### src/rtl/sw_debounce.sv
// Switch conditioner: two-flop synchronizer, per-bit debounce counter, stable level and rise/fall pulses.
// Define SW_DEBOUNCE_BYPASS_EN to drop the counters and pass the synchronized level straight through.
module sw_debounce #(
    parameter int WIDTH           = 4,
    parameter int DEBOUNCE_CYCLES = 1000000,
    parameter int CNT_W           = 20
) (
    input  logic             clk,
    input  logic             rst,
    input  logic [WIDTH-1:0] sw_raw,
    output logic [WIDTH-1:0] sw_stable,
    output logic [WIDTH-1:0] sw_rise,
    output logic [WIDTH-1:0] sw_fall,
    output logic             sw_changed
);

    // Handshake: none; pulses are single-cycle strobes aligned with the sw_stable update.
    logic [WIDTH-1:0] sync1_q, sync2_q;
    logic [WIDTH-1:0] stable_q, stable_d;
    logic [WIDTH-1:0] rise_q, rise_d;
    logic [WIDTH-1:0] fall_q, fall_d;
    logic             changed_q, changed_d;
    logic [WIDTH-1:0] accept;

    always_ff @(posedge clk or posedge rst) begin
        if (rst) begin
            sync1_q <= '0;
            sync2_q <= '0;
        end else begin
            sync1_q <= sw_raw;
            sync2_q <= sync1_q;
        end
    end

`ifdef SW_DEBOUNCE_BYPASS_EN
    // Any difference is taken on the next edge; no filtering at all.
    assign accept = sync2_q ^ stable_q;
`else
    localparam logic [CNT_W-1:0] CNT_MAX = CNT_W'(DEBOUNCE_CYCLES - 1);

    logic [CNT_W-1:0] cnt_q [WIDTH];
    logic [CNT_W-1:0] cnt_d [WIDTH];

    // Counter restarts whenever the synchronized level matches the accepted one.
    always_comb begin
        accept = '0;
        for (int i = 0; i < WIDTH; i++) begin
            cnt_d[i] = '0;
            if (sync2_q[i] != stable_q[i]) begin
                if (cnt_q[i] == CNT_MAX) begin
                    accept[i] = 1'b1;
                end else begin
                    cnt_d[i] = cnt_q[i] + 1'b1;
                end
            end
        end
    end

    always_ff @(posedge clk or posedge rst) begin
        if (rst) begin
            for (int i = 0; i < WIDTH; i++) begin
                cnt_q[i] <= '0;
            end
        end else begin
            for (int i = 0; i < WIDTH; i++) begin
                cnt_q[i] <= cnt_d[i];
            end
        end
    end
`endif

    always_comb begin
        stable_d  = stable_q ^ accept;
        rise_d    = accept & sync2_q;
        fall_d    = accept & ~sync2_q;
        changed_d = |accept;
    end

    always_ff @(posedge clk or posedge rst) begin
        if (rst) begin
            stable_q  <= '0;
            rise_q    <= '0;
            fall_q    <= '0;
            changed_q <= 1'b0;
        end else begin
            stable_q  <= stable_d;
            rise_q    <= rise_d;
            fall_q    <= fall_d;
            changed_q <= changed_d;
        end
    end

    assign sw_stable  = stable_q;
    assign sw_rise    = rise_q;
    assign sw_fall    = fall_q;
    assign sw_changed = changed_q;

endmodule

### config.mk
export PLATFORM = sky130hd
export DESIGN_NAME = sw_debounce
export DESIGN_NICKNAME = d
export VERILOG_FILES = /design/src/rtl/sw_debounce.sv
export SDC_FILE = /design/constraint.sdc
export NUM_CORES = 1
export LEC_CHECK = 0
export ABC_AREA = 1
export CAP_MARGIN = 20
export CELL_PAD_IN_SITES_DETAIL_PLACEMENT = 1
export CELL_PAD_IN_SITES_GLOBAL_PLACEMENT = 1
export CORE_ASPECT_RATIO = 1.75
export CORE_MARGIN = 5
export CORE_UTILIZATION = 25
export CTS_CLUSTER_DIAMETER = 100
export DETAILED_ROUTE_END_ITERATION = 6
export GPL_ROUTABILITY_DRIVEN = 0
export PLACE_DENSITY_LB_ADDON = 0.1
export SYNTH_ARGS = -nofsm -noshare
export SYNTH_HDL_FRONTEND = slang
export SYNTH_SLANG_ARGS = --single-unit
### constraint.sdc
create_clock -name clk -period 4.31 [get_ports clk]
set_clock_uncertainty 0.15 [all_clocks]
set_input_delay 0.6465 -clock clk [delete_from_list [all_inputs] [get_ports clk]]
set_output_delay 0.6465 -clock clk [all_outputs]
set_load 0.05 [all_outputs]
==> metrics.md, run 1 <==
| Metric | Value |
|---|---|
| Clk_lat worst skew | `360 ps` |
| Synth-to-layout area growth | `15.4%` |
| Pin count of the biggest net entering global routing | `71` |
| Worst EP required | `3510 ps` |
| Vias in the first global route | `4627` |
| Hold path depth | `0` |
| Syn Area/Cell | `7.96 sq um` |
| Setup crit end | `sw_stable[0]` |
| Routed Wire Length | `13800 um` |
| Antenna violations before repair | `0` |
| Final Hold Viols | `0` |
| WS Path Type | `flop to primary output` |
| Net Sw Frac | `25.4%` |
| Final antenna diode count | `0` |
| FP Rows | `70` |
| Layout cells sized above 1 | `9.81%` |
| Synth Cell Area | `5240 sq um` |
| GR Overflow Total | `0` |
| Global-route wire length before repair | `23600 um` |
| CP max FO | `5` |
| Flop pwr share | `52.1%` |
| RSZ-0062 raised after global routing | `no` |
| Hold-fix buffers, CTS | `0` |
| TritonCTS clock tree | `built` |
| Worst r2r path cells | `6` |
| Critical path capture point type | `primary output` |
| Combinational Power Share | `3.9%` |
| Syn nets | `668` |
| Clock sinks | `101` |
| Arr. time, crit path | `1600 ps` |
| GRT Resource Usage Total | `12.3%` |
| Netlist cell types | `28` |
| FF+latch count, synth | `101` |
| Post-synthesis sequential area ratio | `48.3%` |
| Maximum vdd ir drop | `187 uV` |
| Reg-to-reg critical path endpoint | `cnt_q[71]` |
| Max Cap Violations | `0` |
| Clock share of power | `44.0%` |
| Initial Util | `25.2%` |
| Critical Path Stages | `1` |
| Critical Path Max Stage Delay | `830 ps` |
| I/O Buffers | `18` |
| Reg-to-reg startpoint | `cnt_q[60]` |
| Routed WL per cell | `14.6 um` |
| Run status | `finished clean` |
| Setup-failing EPs final | `0` |
| # DRC | `0` |
| Ports | `19` |
| Internal | `1.39 mW` |
| Buf/Inv on CP | `1` |
| Via density | `4.46` |
| Period utilisation layout | `55.5%` |
| DPL Wire Length | `10500 um` |
| CTS root buf | `clkbuf_16` |
| Max H-tree Level | `3` |
| CP max-delay cell | `clkdlybuf4s50_1` |
| Hold WC Path Type | `flop to flop` |
| Setup TNS | `0 ps` |
| Reg2Reg Setup Slack | `2520 ps` |
| Startpoint Class | `flop` |
| # nets final | `698` |
| Actual slew at the worst max-slew pin | `506 ps` |
| Pre-Repair DR Iteration Count | `4` |
| Post-Place Worst Slack | `2290 ps` |
| Reg clk slew, reported paths | `70 ps` |
| Yosys warns | `0` |
| Crit-path cells | `clkdlybuf4s50_1` |
| CTS Buffer Depth | `2` |
| Max-slew violations | `0` |
| Power per cell area | `307 nW/um^2` |
| Layout fillers | `2517` |
| Vias | `4219` |
| Core region area | `20800 sq um` |
| Buffer count from post-CTS setup fixing | `0` |
| Hold_ws | `202 ps` |
| Die Y | `201 um` |
| LEAKAGE | `2.59 nW` |
| Post-CTS sizing | `0` |
| Setup ws final | `1920 ps` |
| Initial drt markers | `105` |
| Cell count after synthesis | `658` |
| Switching pwr | `0.473 mW` |
| Max-slew headroom | `66.1%` |
| Min cycle time layout | `2390 ps` |
| Fmax | `418 MHz` |
| Die Wd | `119 um` |
| Antenna-violating nets left | `0` |
| Num CTS Buffers | `9` |
| Delay-heaviest family, CP | `buffers and inverters` |
| Die ar. | `24100 sq um` |
[synthesized netlist by cell type (all sizes together)]
library cell	n	area [sq um]
nand3b	4	30.0
a21oi	10	50.1
nor3	13	76.3
nand3	61	348
and2	1	6.26
xnor2	17	149
or2	2	12.5
xor2	25	219
nand4	6	37.5
inv	72	270
ha	4	50.1
o21bai	2	15.0
dfrtp	101	2530
nor2	191	815
nor3b	3	32.5
o21ai	9	45.0
nand2	137	554
[final cells by class]
cell class                      count  area (sq um)  area share [%]
Multi-Input combinational cell    485          2440            40.4
Clock buffer                        9           225            3.73
Timing Repair Buffer               19           200            3.31
Sequential cell                   101          2530            41.8
Inverter                           72           273            4.51
Tap cell                          252           315            5.22
Clock inverter                      7          63.8            1.06
[per-stage QoR]
stage	instances	util [%]	instance area [sq um]	power, mW
6_report	945	29.1	6040	1.86
5_1_grt	945	29.1	6040	1.96
4_1_cts	945	29.1	6040	1.92
3_5_place_dp	929	27.7	5760	1.06
3_3_place_gp	929	27.7	5760	1.06
2_1_floorplan	658	-	5240	1.03
[cells in the final DEF (no fill, tap or decap), types with 9 or more instances in the layout]
cell,netlist,layout
a21oi_1,10,10
clkbuf_16,0,9
clkdlybuf4s50_1,0,18
dfrtp_1,101,101
inv_1,68,67
nand2_1,125,125
nand2_2,10,10
nand3_1,54,54
nor2_1,168,168
nor2_2,15,15
nor3_1,12,12
xnor2_1,17,17
xor2_1,25,25
[per-layer routing]
layer	up-vias	GRT usage [%]	wire length (um)
li1	2105	-	-
met1	2070	13.9	5830
met2	31	22.9	7500
met3	13	2.17	235
met4	0	4.67	267
met5	-	0	0
[registers in the layout (all words and copies together) (netlist names), named ones only]
register / count
sync2_q: 4
sw_fall: 4
cnt_q: 80
sync1_q: 4
sw_changed: 1
sw_rise: 4
[logic make-up after synthesis]
| group | share of synthesized area (%) |
|---|---|
| adders and majority gates | 0.956 |
| xor gates and xnor gates | 7.02 |
| AOI/OAI and AO/OA | 2.10 |
| and+or+nand+nor | 36.5 |
| DFF | 48.3 |
| buffers and inverters | 5.16 |
[power groups by stage]
stage	sequential (mW)	combinational, mW	clock (mW)
floorplan	0.986	0.0480	0
global placement	0.987	0.0741	0
detailed placement	0.988	0.0762	0
CTS	0.969	0.0766	0.871
global route	0.971	0.0855	0.902
finish	0.969	0.0717	0.818
[how the worst min path moves through the flow]
stage / start / end
floorplan: sync1_q[0] / sync2_q[0]
global placement: sync1_q[0] / sync2_q[0]
detailed placement: sync1_q[0] / sync2_q[0]
CTS: sync1_q[1] / sync2_q[1]
global route: sync1_q[3] / sync2_q[3]
finish: sync1_q[2] / sync2_q[2]
Power figures use the tool's default switching activity.
==> run 2: changes to the inputs <==
clock period = 2.12 ns   (was 4.31 ns; I/O delays follow)
==> run 2 against run 1 <==
Compared with the run above:
- combinational power up 120%
- global-route usage up 0.41 points
- setup slack worse by 1900 ps
- critical endpoint is now sw_stable[3]
- largest cell class unchanged
- wire length up 3.0%
- die area unchanged
==> metrics.md, run 2 (synthesis gave the netlist of run 1 again) <==
| Metric | Value |
|---|---|
| Core region area | `20800 sq um (unchanged)` |
| Reg2Reg Setup Slack | `410 ps (was 2520 ps)` |
| Antenna-violating nets left | `0 (unchanged)` |
| Post-Place Worst Slack | `381 ps (was 2290 ps)` |
| Delay-heaviest family, CP | `buffers and inverters (unchanged)` |
| Vias | `4230 (was 4219)` |
| Actual slew at the worst max-slew pin | `504 ps (was 506 ps)` |
| Fmax | `485 MHz` |
| # DRC | `0 (unchanged)` |
| Final antenna diode count | `0 (unchanged)` |
| Setup ws final | `59.8 ps (was 1920 ps)` |
| Hold WC Path Type | `input pin to asynchronous set/reset pin (was flop to flop)` |
| Die Y | `201 um (unchanged)` |
| FP Rows | `70 (unchanged)` |
| Power per cell area | `656 nW/um^2 (was 307 nW/um^2)` |
| Vias in the first global route | `4765 (was 4627)` |
| Clock sinks | `101 (unchanged)` |
| DPL Wire Length | `11100 um (was 10500 um)` |
| Run status | `finished clean (unchanged)` |
| # nets final | `702 (was 698)` |
| TritonCTS clock tree | `built (unchanged)` |
| Pre-Repair DR Iteration Count | `4 (unchanged)` |
| Global-route wire length before repair | `24200 um (was 23600 um)` |
| Setup-failing EPs final | `0 (unchanged)` |
| Hold_ws | `170 ps (was 202 ps)` |
| GRT Resource Usage Total | `12.8% (was 12.3%)` |
| Reg-to-reg critical path endpoint | `cnt_q[72] (was cnt_q[71])` |
| Worst EP required | `1650 ps (was 3510 ps)` |
| Layout fillers | `2509 (was 2517)` |
| Final Non-Filler Cells | `949 (was 945)` |
| Die ar. | `24100 sq um (unchanged)` |
| I/O Buffers | `18 (unchanged)` |
| Clk_lat worst skew | `360 ps (about the same)` |
| Synth-to-layout area growth | `17.3% (was 15.4%)` |
| Top reg by flops | `cnt_q (unchanged)` |
| Buf/Inv on CP | `1 (unchanged)` |
| Setup TNS | `0 ps (unchanged)` |
| Routed WL per cell | `15.0 um (was 14.6 um)` |
| CP max-delay cell | `clkdlybuf4s50_1 (unchanged)` |
| CTS Buffer Depth | `2 (unchanged)` |
| Pin count of the biggest net entering global routing | `33 (was 71)` |
| Core Util, Final | `29.6% (was 29.1%)` |
| Ports | `19 (unchanged)` |
| Critical Path Max Stage Delay | `830 ps (about the same)` |
| Arr. time, crit path | `1590 ps (was 1600 ps)` |
| Maximum vdd ir drop | `344 uV (was 187 uV)` |
| Max H-tree Level | `3 (unchanged)` |
| Die Wd | `119 um (unchanged)` |
| Crit-path cells | `clkdlybuf4s50_1 (unchanged)` |
| GR Overflow Total | `0 (unchanged)` |
| Multi-input logic area | `2440 sq um (unchanged)` |
| Initial Util | `25.2% (unchanged)` |
| Commonest cells after routing, fill and taps aside | `nor2_1, nand2_1, dfrtp_1 (unchanged)` |
| Routed Wire Length | `14200 um (was 13800 um)` |
| WS Path Type | `flop to primary output (unchanged)` |
| Reg clk slew, reported paths | `70 ps (about the same)` |
| Reg-to-reg startpoint | `cnt_q[60] (unchanged)` |
| Max Cap Violations | `0 (unchanged)` |
| Max reg flops | `80 (unchanged)` |
| Worst r2r path cells | `6 (unchanged)` |
| Placed Instances | `933 (was 929)` |
| Final Hold Viols | `0 (unchanged)` |
| Critical path capture point type | `primary output (unchanged)` |
| Period utilisation layout | `97.2%` |
| Via density | `4.46 (about the same)` |
| LEAKAGE | `2.65 nW (was 2.59 nW)` |
| Min cycle time layout | `2060 ps` |
| Antenna violations before repair | `0 (unchanged)` |
| Max-slew violations | `0 (unchanged)` |
| Storage element area | `2530 sq um (unchanged)` |
| Commonest non-fill, non-tap cell in the layout | `nor2_1 (unchanged)` |
| RSZ-0062 raised after global routing | `no (unchanged)` |
| Initial drt markers | `118 (was 105)` |
| Num CTS Buffers | `9 (unchanged)` |
| CP max FO | `5 (unchanged)` |
| Max-slew headroom | `66.3% (was 66.1%)` |
| Hold-fix buffers, CTS | `0 (unchanged)` |
| Layout cells sized above 1 | `10.5% (was 9.81%)` |
| CTS root buf | `clkbuf_16 (unchanged)` |
| Startpoint Class | `flop (unchanged)` |
==> run 2: worst max-delay path by stage <==
stage                                  to  cells after the start
4_1_cts                      sw_stable[0]                      1
5_1_grt                      sw_stable[3]                      1
6_report                     sw_stable[3]                      1
2_1_floorplan  asynchronous set/reset pin                      1
3_3_place_gp                   sw_changed                      7
3_5_place_dp                    cnt_q[75]                      6
==> run 2: what timing repair did <==
action	in CTS	in global routing
endpoints found under the setup margin	0	1
buffers inserted	0	0
gates resized for setup	0	1
==> run 2: layer usage <==
| layer | track usage (%) | up-vias | part of all wire [%] |
|---|---|---|---|
| li1 | - | 2109 | - |
| met1 | 13.2 | 2064 | 39 |
| met2 | 24.6 | 40 | 56 |
| met3 | 2.73 | 17 | 2.5 |
| met4 | 4.71 | 0 | 2.4 |
| met5 | 0 | - | 0 |
==> run 2: where the power goes <==
part / leakage (nW) / total, mW / switching [mW] / internal [mW]
Sequential: 1.38 / 1.97 / 0.0188 / 1.95
Clock: 0.162 / 1.90 / 0.800 / 1.10
Combinational: 1.10 / 0.158 / 0.107 / 0.0503
==> run 2: layout make-up <==
type,count,share of cell area [%]
flip-flops and latches,101,41.1
multi-input cells,485,39.7
well taps,252,5.13
inverters,72,4.46
repair buffers,23,4.15
clock buffers,11,4.11
clock inverters,5,1.32
==> run 2: stage by stage <==
| stage | power, mW | instance area (sq um) |
|---|---|---|
| floorplan | 2.10 | 5240 |
| finish | 4.03 | 6150 |
| CTS | 4.12 | 6140 |
| global placement | 2.17 | 5810 |
| detailed placement | 2.17 | 5810 |
| global route | 4.24 | 6150 |
==> run 2: worst reg2reg max path, stage by stage (launching register included) <==
cell	delay (ps)
dfrtp_1	370
ha_1	200
nand3_2	130
nor2_2	160
nand3_2	230
nand2_2	260
nor2_1	80
==> run 3: changes to the inputs <==
ABC_CLOCK_PERIOD_IN_PS = 2120   (was default)
==> results of run 3 <==
No change in the layout: final DEF, timing and power equal those of run 2.
